--- src/rtl/fp16_servo_pwm.sv ---
// FP16 activation to hobby-servo PWM: handshake, 3-stage decode/scale pipeline,
// and a frame generator that applies new pulse widths only at frame boundaries.
module fp16_servo_pwm #(
  parameter int unsigned TICKS_PER_US = 50,
  parameter int unsigned PERIOD_US    = 20000,
  parameter int unsigned CENTER_US    = 1500,
  parameter int unsigned RANGE_US     = 500,
  parameter int unsigned CNT_W        = 20
) (
  input  logic             clk,
  input  logic             rst_n,
  input  logic [15:0]      in_val,
  input  logic             in_valid,
  output logic             in_ready,
  output logic             pwm,
  output logic             frame_start,
  output logic [CNT_W-1:0] pulse_ticks
);

  localparam int unsigned PERIOD_T = TICKS_PER_US * PERIOD_US;
  localparam int unsigned CENTER_T = TICKS_PER_US * CENTER_US;
  localparam int unsigned RANGE_T  = TICKS_PER_US * RANGE_US;
  localparam int unsigned MAG_W    = 11;
  localparam int unsigned PROD_W   = MAG_W + CNT_W;

  localparam logic [CNT_W-1:0] PERIOD_LAST = CNT_W'(PERIOD_T - 1);
  localparam logic [CNT_W-1:0] CENTER_W    = CNT_W'(CENTER_T);

  logic             accept;
  logic             readyNext;

  logic             s0Valid;
  logic [15:0]      s0Val;
  logic             s1Valid;
  logic             s1Sign;
  logic [MAG_W-1:0] s1Mag;

  logic [4:0]       decExp;
  logic [9:0]       decMan;
  logic             decSign;
  logic [MAG_W-1:0] decMag;

  logic [PROD_W-1:0] prod;
  logic [CNT_W-1:0]  offset;
  logic [CNT_W-1:0]  pendNext;

  logic [CNT_W-1:0] frameCnt;
  logic             wrap;
  logic [CNT_W-1:0] activeW;
  logic [CNT_W-1:0] pendW;
  logic             pendFlag;

  assign accept    = in_valid & in_ready;
  // Ready drops whenever either stage will hold data after this edge.
  assign readyNext = ~(accept | s0Valid);

  assign decExp = s0Val[14:10];
  assign decMan = s0Val[9:0];

  // FP16 to Q0.10 magnitude: subnormals flush to zero, >=1.0 clamps, NaN is centered.
  always_comb begin
    decSign = s0Val[15];
    decMag  = '0;
    if (decExp == 5'd31 && decMan != 10'd0) begin
      decSign = 1'b0;
      decMag  = '0;
    end else if (decExp >= 5'd15) begin
      decMag = MAG_W'(1024);
    end else if (decExp != 5'd0) begin
      decMag = {1'b1, decMan} >> (5'd15 - decExp);
    end
  end

  assign prod     = PROD_W'(s1Mag) * PROD_W'(RANGE_T);
  assign offset   = CNT_W'(prod >> 10);
  assign pendNext = s1Sign ? (CENTER_W - offset) : (CENTER_W + offset);

  always_ff @(posedge clk or negedge rst_n) begin
    if (!rst_n) begin
      in_ready <= 1'b1;
      s0Valid  <= 1'b0;
      s0Val    <= '0;
      s1Valid  <= 1'b0;
      s1Sign   <= 1'b0;
      s1Mag    <= '0;
    end else begin
      in_ready <= readyNext;
      s0Valid  <= accept;
      if (accept) s0Val <= in_val;
      s1Valid  <= s0Valid;
      if (s0Valid) begin
        s1Sign <= decSign;
        s1Mag  <= decMag;
      end
    end
  end

  assign wrap        = (frameCnt == PERIOD_LAST);
  assign pulse_ticks = activeW;

  // Frame generator; a pending write on the wrap edge is held for the next wrap.
  always_ff @(posedge clk or negedge rst_n) begin
    if (!rst_n) begin
      frameCnt    <= '0;
      frame_start <= 1'b0;
      pwm         <= 1'b0;
      activeW     <= CENTER_W;
      pendW       <= CENTER_W;
      pendFlag    <= 1'b0;
    end else begin
      frameCnt    <= wrap ? '0 : frameCnt + CNT_W'(1);
      frame_start <= wrap;
      pwm         <= (frameCnt < activeW);
      if (wrap && pendFlag) begin
        activeW  <= pendW;
        pendFlag <= 1'b0;
      end
      if (s1Valid) begin
        pendW    <= pendNext;
        pendFlag <= 1'b1;
      end
    end
  end

endmodule

--- config.mk ---
export PLATFORM = sky130hd
export DESIGN_NAME = fp16_servo_pwm
export DESIGN_NICKNAME = d
export VERILOG_FILES = /design/src/rtl/fp16_servo_pwm.sv
export SDC_FILE = /design/constraint.sdc
export NUM_CORES = 1
export LEC_CHECK = 0
export BUFFER_PORTS_ARGS = -buffer_cell sky130_fd_sc_hd__clkbuf_2
export CAP_MARGIN = 0
export CORE_UTILIZATION = 40
export DETAILED_ROUTE_END_ITERATION = 7
export GPL_ROUTABILITY_DRIVEN = 0
export HOLD_SLACK_MARGIN = 0.12
export SLEW_MARGIN = 15
export SYNTH_ARGS = -nofsm -noshare
export SYNTH_HDL_FRONTEND = slang
export SYNTH_SLANG_ARGS = --single-unit
--- constraint.sdc ---
create_clock -name clk -period 5.23 [get_ports clk]
set_input_delay 0.523 -clock clk [delete_from_list [all_inputs] [get_ports clk]]
set_output_delay 0.523 -clock clk [all_outputs]
set_load 0.01 [all_outputs]
==> results of run 1 <==
[worst reg2reg max path, delay by kind of cell (launching register included)]
kind | cells | cell delay (ns)
flip-flops | 1 | 0.42
XOR/XNOR | 2 | 0.30
AO/OA/AOI/OAI | 5 | 1.00
multiplexers | 1 | 0.26
buffers and inverters | 4 | 0.42
adder cells (fa/ha/maj) | 6 | 2.49
AND/OR/NAND/NOR | 2 | 0.27
[kinds of logic after synthesis]
| kind of cell | synth area share |
|---|---|
| other cells | 0.000534 |
| xor+xnor | 0.0620 |
| compound gates | 0.143 |
| flops | 0.324 |
| simple gates | 0.108 |
| buf+inv | 0.0529 |
| mux | 0.0756 |
| fa+ha+maj | 0.234 |
[report_power, final]
group	internal, mW	leakage (nW)	switching [mW]	total, mW
registers	0.839	1.11	0.132	0.972
logic	1.79	2.93	1.84	3.63
clock network	0.383	0.152	0.310	0.693
total	3.01	4.19	2.28	5.29
[registers in the layout (all words and copies together), names as in the netlist]
name and cells:
s1Sign 1, s0Valid 1, frameCnt 20, s0Val 16, in_ready 1, pulse_ticks 18
pwm 1, s1Valid 1, s1Mag 11, pendFlag 1, pendW 18, frame_start 1
[through the flow]
step	cell area [um2]	util	setup WS [ns]	setup TNS, ns
floorplan	7040	-	0.00779	0
global route	8500	0.493	-0.287	-1.53
global placement	7910	0.459	-0.119	-0.291
detailed placement	7910	0.459	-0.192	-0.724
CTS	8350	0.484	-0.0256	-0.0344
finish	8500	0.493	-0.0440	-0.0440
[cell type report]
class                      count  area (um2)
fill                        1580        8730
multi-input combinational    511        4610
sequential                    90        2270
timing repair buffer         109         733
inverter                      77         289
tap                          225         282
clock buffer                   9         225
clock inverter                 7        91.3
[metal layers]
| layer | vias to the layer above | global-route usage | routed length, um | share of wire |
|---|---|---|---|---|
| met5 | - | 0 | 0 | 0 |
| met4 | 0 | 0.0618 | 337 | 0.022 |
| met3 | 33 | 0.0334 | 342 | 0.023 |
| met2 | 76 | 0.315 | 7720 | 0.51 |
| met1 | 2571 | 0.211 | 6620 | 0.44 |
| li1 | 2665 | - | - | - |
[repair_timing]
action,4_1_cts,5_1_grt
buffers inserted,3,4
hold endpoints to repair,25,0
hold buffers,1,0
resized for setup,13,24
setup endpoints to repair,7,9
pin swaps,17,29
[worst paths after layout]
kind	startpoint	endpoint	cells past startpoint	slack [ns]
setup / recovery	s1Mag[6]	pendW[12]	20	-0.04
hold / removal	in_val[10]	s0Val[10]	3	0.39
setup reg to reg	s1Mag[6]	pendW[12]	20	-0.04
hold reg to reg	pendW[7]	pendW[7]	2	0.49
max in group asynchronous	rst_n	s1Mag[6]	3	3.47
min in group asynchronous	rst_n	frameCnt[2]	2	0.61
[cell usage in the layout, fill, tap and decap left out, types with 14 or more instances in the layout]
cell type / count
ha_1: 89
inv_1: 76
dfrtp_1: 73
buf_4: 68
nor2_1: 46
mux2_2: 38
clkbuf_2: 38
a21oi_1: 37
nand2_1: 34
xnor2_1: 24
fa_1: 22
o21ai_0: 20
dfstp_2: 17
a21o_1: 14
==> metrics.cfg, run 1 <==
[synthesis]
synth.ff_latch_count = 90
ys_types = 68
yosys-top-cells-area = dfrtp_1, ha_1, dfstp_2
synth-seq-area-share = 0.324
synth_top_area_share = 0.260
async_reset_ff_frac = 1.00
syn-cell-area_um2 = 7020
yosys.cell_count.top_type = ha_1
syn-mean-instance-area_um2 = 10.1
synth-edff-count = 0
synth-main-ff-cell = dfrtp_1
ys.warnings.count = 0
synth_common_cells = ha_1, inv_1, dfrtp_1, nor2_1, a21oi_1
synth_top_area_cell = dfrtp_1
synth_cells = 697

[status]
failed_checks = negative setup slack
status = finished, violations left

[sta]
hold_viol_final = 0
final-setup-viol-count = 1
slew_headroom = 0.349
layout_worst_path_cycle_share = 1.01
finalHoldWorstSlack_ns = 0.394
finalWorstPathRequiredPeriod_ns = 5.27
timing.clock.skew_ns = 0.0105
tightest_slew_ns = 0.977
timing.final.max_slew_violations = 0
clock.fmax_mhz = 190
rsz0062_at_grt = true
finalWorstSetupSlack_ns = -0.0440

[floorplan]
io_pins = 42
overall_die_area_um2 = 18100
floorplan.core_area_um2 = 17200
rows = 48
die_y_um = 134
floorplan.initialDensity = 0.407
die_width_um = 134

[clock_tree]
number_of_h_tree_levels = 3
clkLatencyLatePin_ns = 0.36
clk_pin_slew_worst_paths_ns = 0.07
cts-root-to-sink-buffers = 2
cts_root_buffer = clkbuf_16
clock_tree_from_tritoncts = done
clock_sink_count = 90
cts_made_buffers = 9

[run]
drv.max_cap_violation_count = 0

[grt]
wire_length_of_the_first_global_routing_pass_mm = 25.6
grt_max_degree = 65
globalRouteOverflowTotal = 0
grt_pass1_vias = 5484
antenna_violations_before_repair = 0
grt_usage = 0.176

[finish]
synthToLayoutAreaGrowth_pct = 21.2
antenna_cells = 0
final_cells = 1028
layout.nets = 935
ratio_of_cells_with_drive_above_1_in_the_final_layout = 0.283

[place]
buffer_ports.inserted = 39
post_placement_cell_count = 1004
hpwl_mm = 11.7

[hold_path]
timing.hold.worst.class = input port to flip-flop

[worst_setup_path]
crit_arrival_ns = 5.52
cpMostUsedCell = fa_1
cp_max_fo = 5
critPathSlowestCell = fa_1
worst_path_cell_trace = ha_4 > fa_1 > fa_1 > inv_2 > fa_1 > inv_1 > fa_1 > ha_4 > and4_1 > a211oi_2 > o211ai_4 > xnor2_2 > buf_4 > nand4_1 > o211ai_1 > buf_4 > a21oi_2 > a21oi_2 > xnor2_1 > mux2_2
cp-start-kind = flip-flop
critPathRequiredTime_ns = 5.47
slowest_delay_ns = 0.53
timing.critical_path.to_type = flip-flop
worstSetupPathType = flip-flop to flip-flop
count_of_buffering_cells_on_the_critical_path_with_inverters_included = 4
path_delay_family = adder cells

[routing]
drc = 0
route.detailed.wl_per_inst_um = 14.6
route.antenna.remaining_nets = 0
drt_first_iter_violations = 151
via_to_cell_ratio = 5.20
detail_route.wirelength_mm = 15.0
detailroute.via_count = 5345
detailedRoute.firstPassIterationCount = 4

[power]
vdd_drop_max_v = 0.000269
design_power_total_mw = 5.29
leakage_nw = 4.19
power_density_nw_per_um2 = 623

Power figures use the tool's default switching activity.
==> run 2, diff against run 1 <==
==> constraint.sdc (replaced) <==
create_clock -name clk -period 6.66 [get_ports clk]
set_input_delay 0.666 -clock clk [delete_from_list [all_inputs] [get_ports clk]]
set_output_delay 0.666 -clock clk [all_outputs]
set_load 0.01 [all_outputs]
==> run 2 against run 1 <==
Against the previous run: the flow now finishes without violations; final cell count decreased by 6.6%; via count down 4.9%; combinational power is 44% lower; worst setup slack better by 0.94 ns; sequential power down 20%; global-route usage fell by 0.97 points; critical endpoint is now pendW[14]; highest routed layer unchanged.
==> metrics.cfg, run 2 (same netlist as run 1, synthesis figures left out) <==
[status]
status = finished, final reports clean  ; was finished, violations left

[worst_setup_path]
cpMostUsedCell = fa_1  ; unchanged
crit_path_start = s1Mag[6]  ; unchanged
critPathSlowestCell = fa_1  ; unchanged
critPathRequiredTime_ns = 6.85  ; was 5.47 ns
worst_r2r_startpoint = s1Mag[6]  ; unchanged
slowest_delay_ns = 0.53  ; about the same
cp-start-kind = flip-flop  ; unchanged
timing.critical_path.to_type = flip-flop  ; unchanged
crit_arrival_ns = 5.96  ; was 5.52 ns
worstSetupPathType = flip-flop to flip-flop  ; unchanged
worst_path_cell_trace = ha_1 > fa_1 > fa_1 > fa_1 > inv_1 > fa_1 > inv_1 > ha_1 > and4_1 > a211oi_2 > o211ai_4 > xnor2_1 > nand4_1 > o211ai_1 > a2111oi_0 > a211oi_1 > xnor2_1 > a21oi_1  ; was ha_4 > fa_1 > fa_1 > inv_2 > fa_1 > inv_1 > fa_1 > ha_4 > and4_1 > a211oi_2 > o211ai_4 > xnor2_2 > buf_4 > nand4_1 > o211ai_1 > buf_4 > a21oi_2 > a21oi_2 > xnor2_1 > mux2_2
cp_max_fo = 8  ; was 5

[sta]
slew_headroom = 0.357  ; was 0.349
finalWorstPathRequiredPeriod_ns = 5.77  ; was 5.27 ns
clock.fmax_mhz = 173  ; was 190 MHz
hold_viol_final = 0  ; unchanged
layout_worst_path_cycle_share = 0.866  ; was 1.01
rsz0062_at_grt = false  ; was true
final-setup-viol-count = 0  ; was 1
timing.final.max_slew_violations = 0  ; unchanged
tightest_slew_ns = 0.964  ; was 0.977 ns
timing.clock.skew_ns = 0.0101  ; was 0.0105 ns
finalHoldWorstSlack_ns = 0.223  ; was 0.394 ns
fin_setup_tns_ns = 0  ; was -0.0440 ns

[routing]
via_to_cell_ratio = 5.29  ; was 5.20
drt_first_iter_violations = 223  ; was 151
detail_route.wirelength_mm = 14.0  ; was 15.0 mm
drc = 0  ; unchanged
detailedRoute.firstPassIterationCount = 4  ; unchanged
route.detailed.wl_per_inst_um = 14.6  ; about the same
detailroute.via_count = 5083  ; was 5345
route.antenna.remaining_nets = 0  ; unchanged

[finish]
largest-register = frameCnt  ; unchanged
antenna_cells = 0  ; unchanged
number_of_flip_flops_in_the_largest_register = 20  ; unchanged
mostFrequentLayoutCells = ha_1, inv_1, dfrtp_1, nor2_1, a21oi_1  ; was ha_1, inv_1, dfrtp_1, buf_4, nor2_1
ratio_of_cells_with_drive_above_1_in_the_final_layout = 0.177  ; was 0.283
final_cells = 960  ; was 1028
synthToLayoutAreaGrowth_pct = 10.6  ; was 21.2%
layout_commonest_cell = ha_1  ; unchanged
layout.filler_cells = 1627  ; was 1580
layout.nets = 867  ; was 935

[clock_tree]
cts-hold-fix-buffers = 0  ; was 1
clock_tree_from_tritoncts = done  ; unchanged
clk_pin_slew_worst_paths_ns = 0.06  ; was 0.07 ns
clock_sink_count = 90  ; unchanged
cts_made_buffers = 9  ; unchanged
number_of_h_tree_levels = 3  ; unchanged
cts-root-to-sink-buffers = 2  ; unchanged
cts_root_buffer = clkbuf_16  ; unchanged
cts_repair_resize_count = 0  ; was 13
post_cts_setup_bufs = 0  ; was 3
clkLatencyLatePin_ns = 0.35  ; was 0.36 ns

[power]
vdd_drop_max_v = 0.000205  ; was 0.000269 V
leakage_nw = 3.82  ; was 4.19 nW
power_density_nw_per_um2 = 433  ; was 623 nW/um2
design_power_total_mw = 3.36  ; was 5.29 mW

[floorplan]
floorplan.initialDensity = 0.407  ; unchanged
die_width_um = 134  ; unchanged
die_y_um = 134  ; unchanged
rows = 48  ; unchanged
floorplan.core_area_um2 = 17200  ; unchanged
io_pins = 42  ; unchanged
overall_die_area_um2 = 18100  ; unchanged

[run]
drv.max_cap_violation_count = 0  ; unchanged

[grt]
grt_pass1_vias = 5220  ; was 5484
wire_length_of_the_first_global_routing_pass_mm = 24.1  ; was 25.6 mm
grt_usage = 0.167  ; was 0.176
antenna_violations_before_repair = 0  ; unchanged
grt_max_degree = 64  ; was 65
globalRouteOverflowTotal = 0  ; unchanged

[place]
buffer_ports.inserted = 39  ; unchanged
post_placement_cell_count = 944  ; was 1004
hpwl_mm = 11.1  ; was 11.7 mm

[hold_path]
timing.hold.worst.class = input port to asynchronous set/reset pin  ; was input port to flip-flop

[run 2: stage by stage]
stage,area [um2],setup WS [ns],utilization
2_1_floorplan,7020,1.29,-
3_3_place_gp,7430,1.03,0.431
3_5_place_dp,7430,0.892,0.431
4_1_cts,7760,0.875,0.450
5_1_grt,7760,0.567,0.450
6_report,7760,0.892,0.450
[run 2: routing by layer]
layer / part of all wire / track usage / vias up
met5: 0 / 0 / -
met4: 0.024 / 0.0680 / 0
met3: 0.029 / 0.0357 / 29
met2: 0.49 / 0.287 / 83
met1: 0.45 / 0.202 / 2452
li1: - / - / 2519
[run 2: final timing paths]
| path | end | slack (ns) | cells after the start |
|---|---|---|---|
| max in group asynchronous | s1Mag[6] | 5.32 | 2 |
| worst max-delay path | pendW[14] | 0.89 | 18 |
| worst max register to register | pendW[14] | 0.89 | 18 |
| worst min register to register | pendW[7] | 0.49 | 2 |
| worst min-delay path | frameCnt[2] | 0.22 | 1 |
| min in group clk | pendW[7] | 0.49 | 2 |
[run 2: final cells by class]
class | instances | area [um2] | share of cell area
Sequential cell | 90 | 2270 | 0.293
Multi-Input combinational cell | 511 | 4380 | 0.564
Timing Repair Buffer | 41 | 213 | 0.0274
Clock inverter | 5 | 85.1 | 0.0110
Tap cell | 225 | 282 | 0.0363
Inverter | 77 | 289 | 0.0372
Clock buffer | 11 | 243 | 0.0313
[run 2: critical path: cells and delay by family, from the launching register on]
family | cells | cell delay, ns
buffers and inverters | 2 | 0.10
AOI/OAI and AO/OA | 6 | 1.32
DFF | 1 | 0.44
xor gates and xnor gates | 2 | 0.53
adders and majority gates | 6 | 2.77
and+or+nand+nor | 2 | 0.45
[run 2: where the power goes]
part / leakage [nW] / internal [mW] / switching (mW)
clock: 0.156 / 0.341 / 0.217
combinational: 2.55 / 0.839 / 1.19
sequential: 1.11 / 0.660 / 0.114
total: 3.82 / 1.84 / 1.52
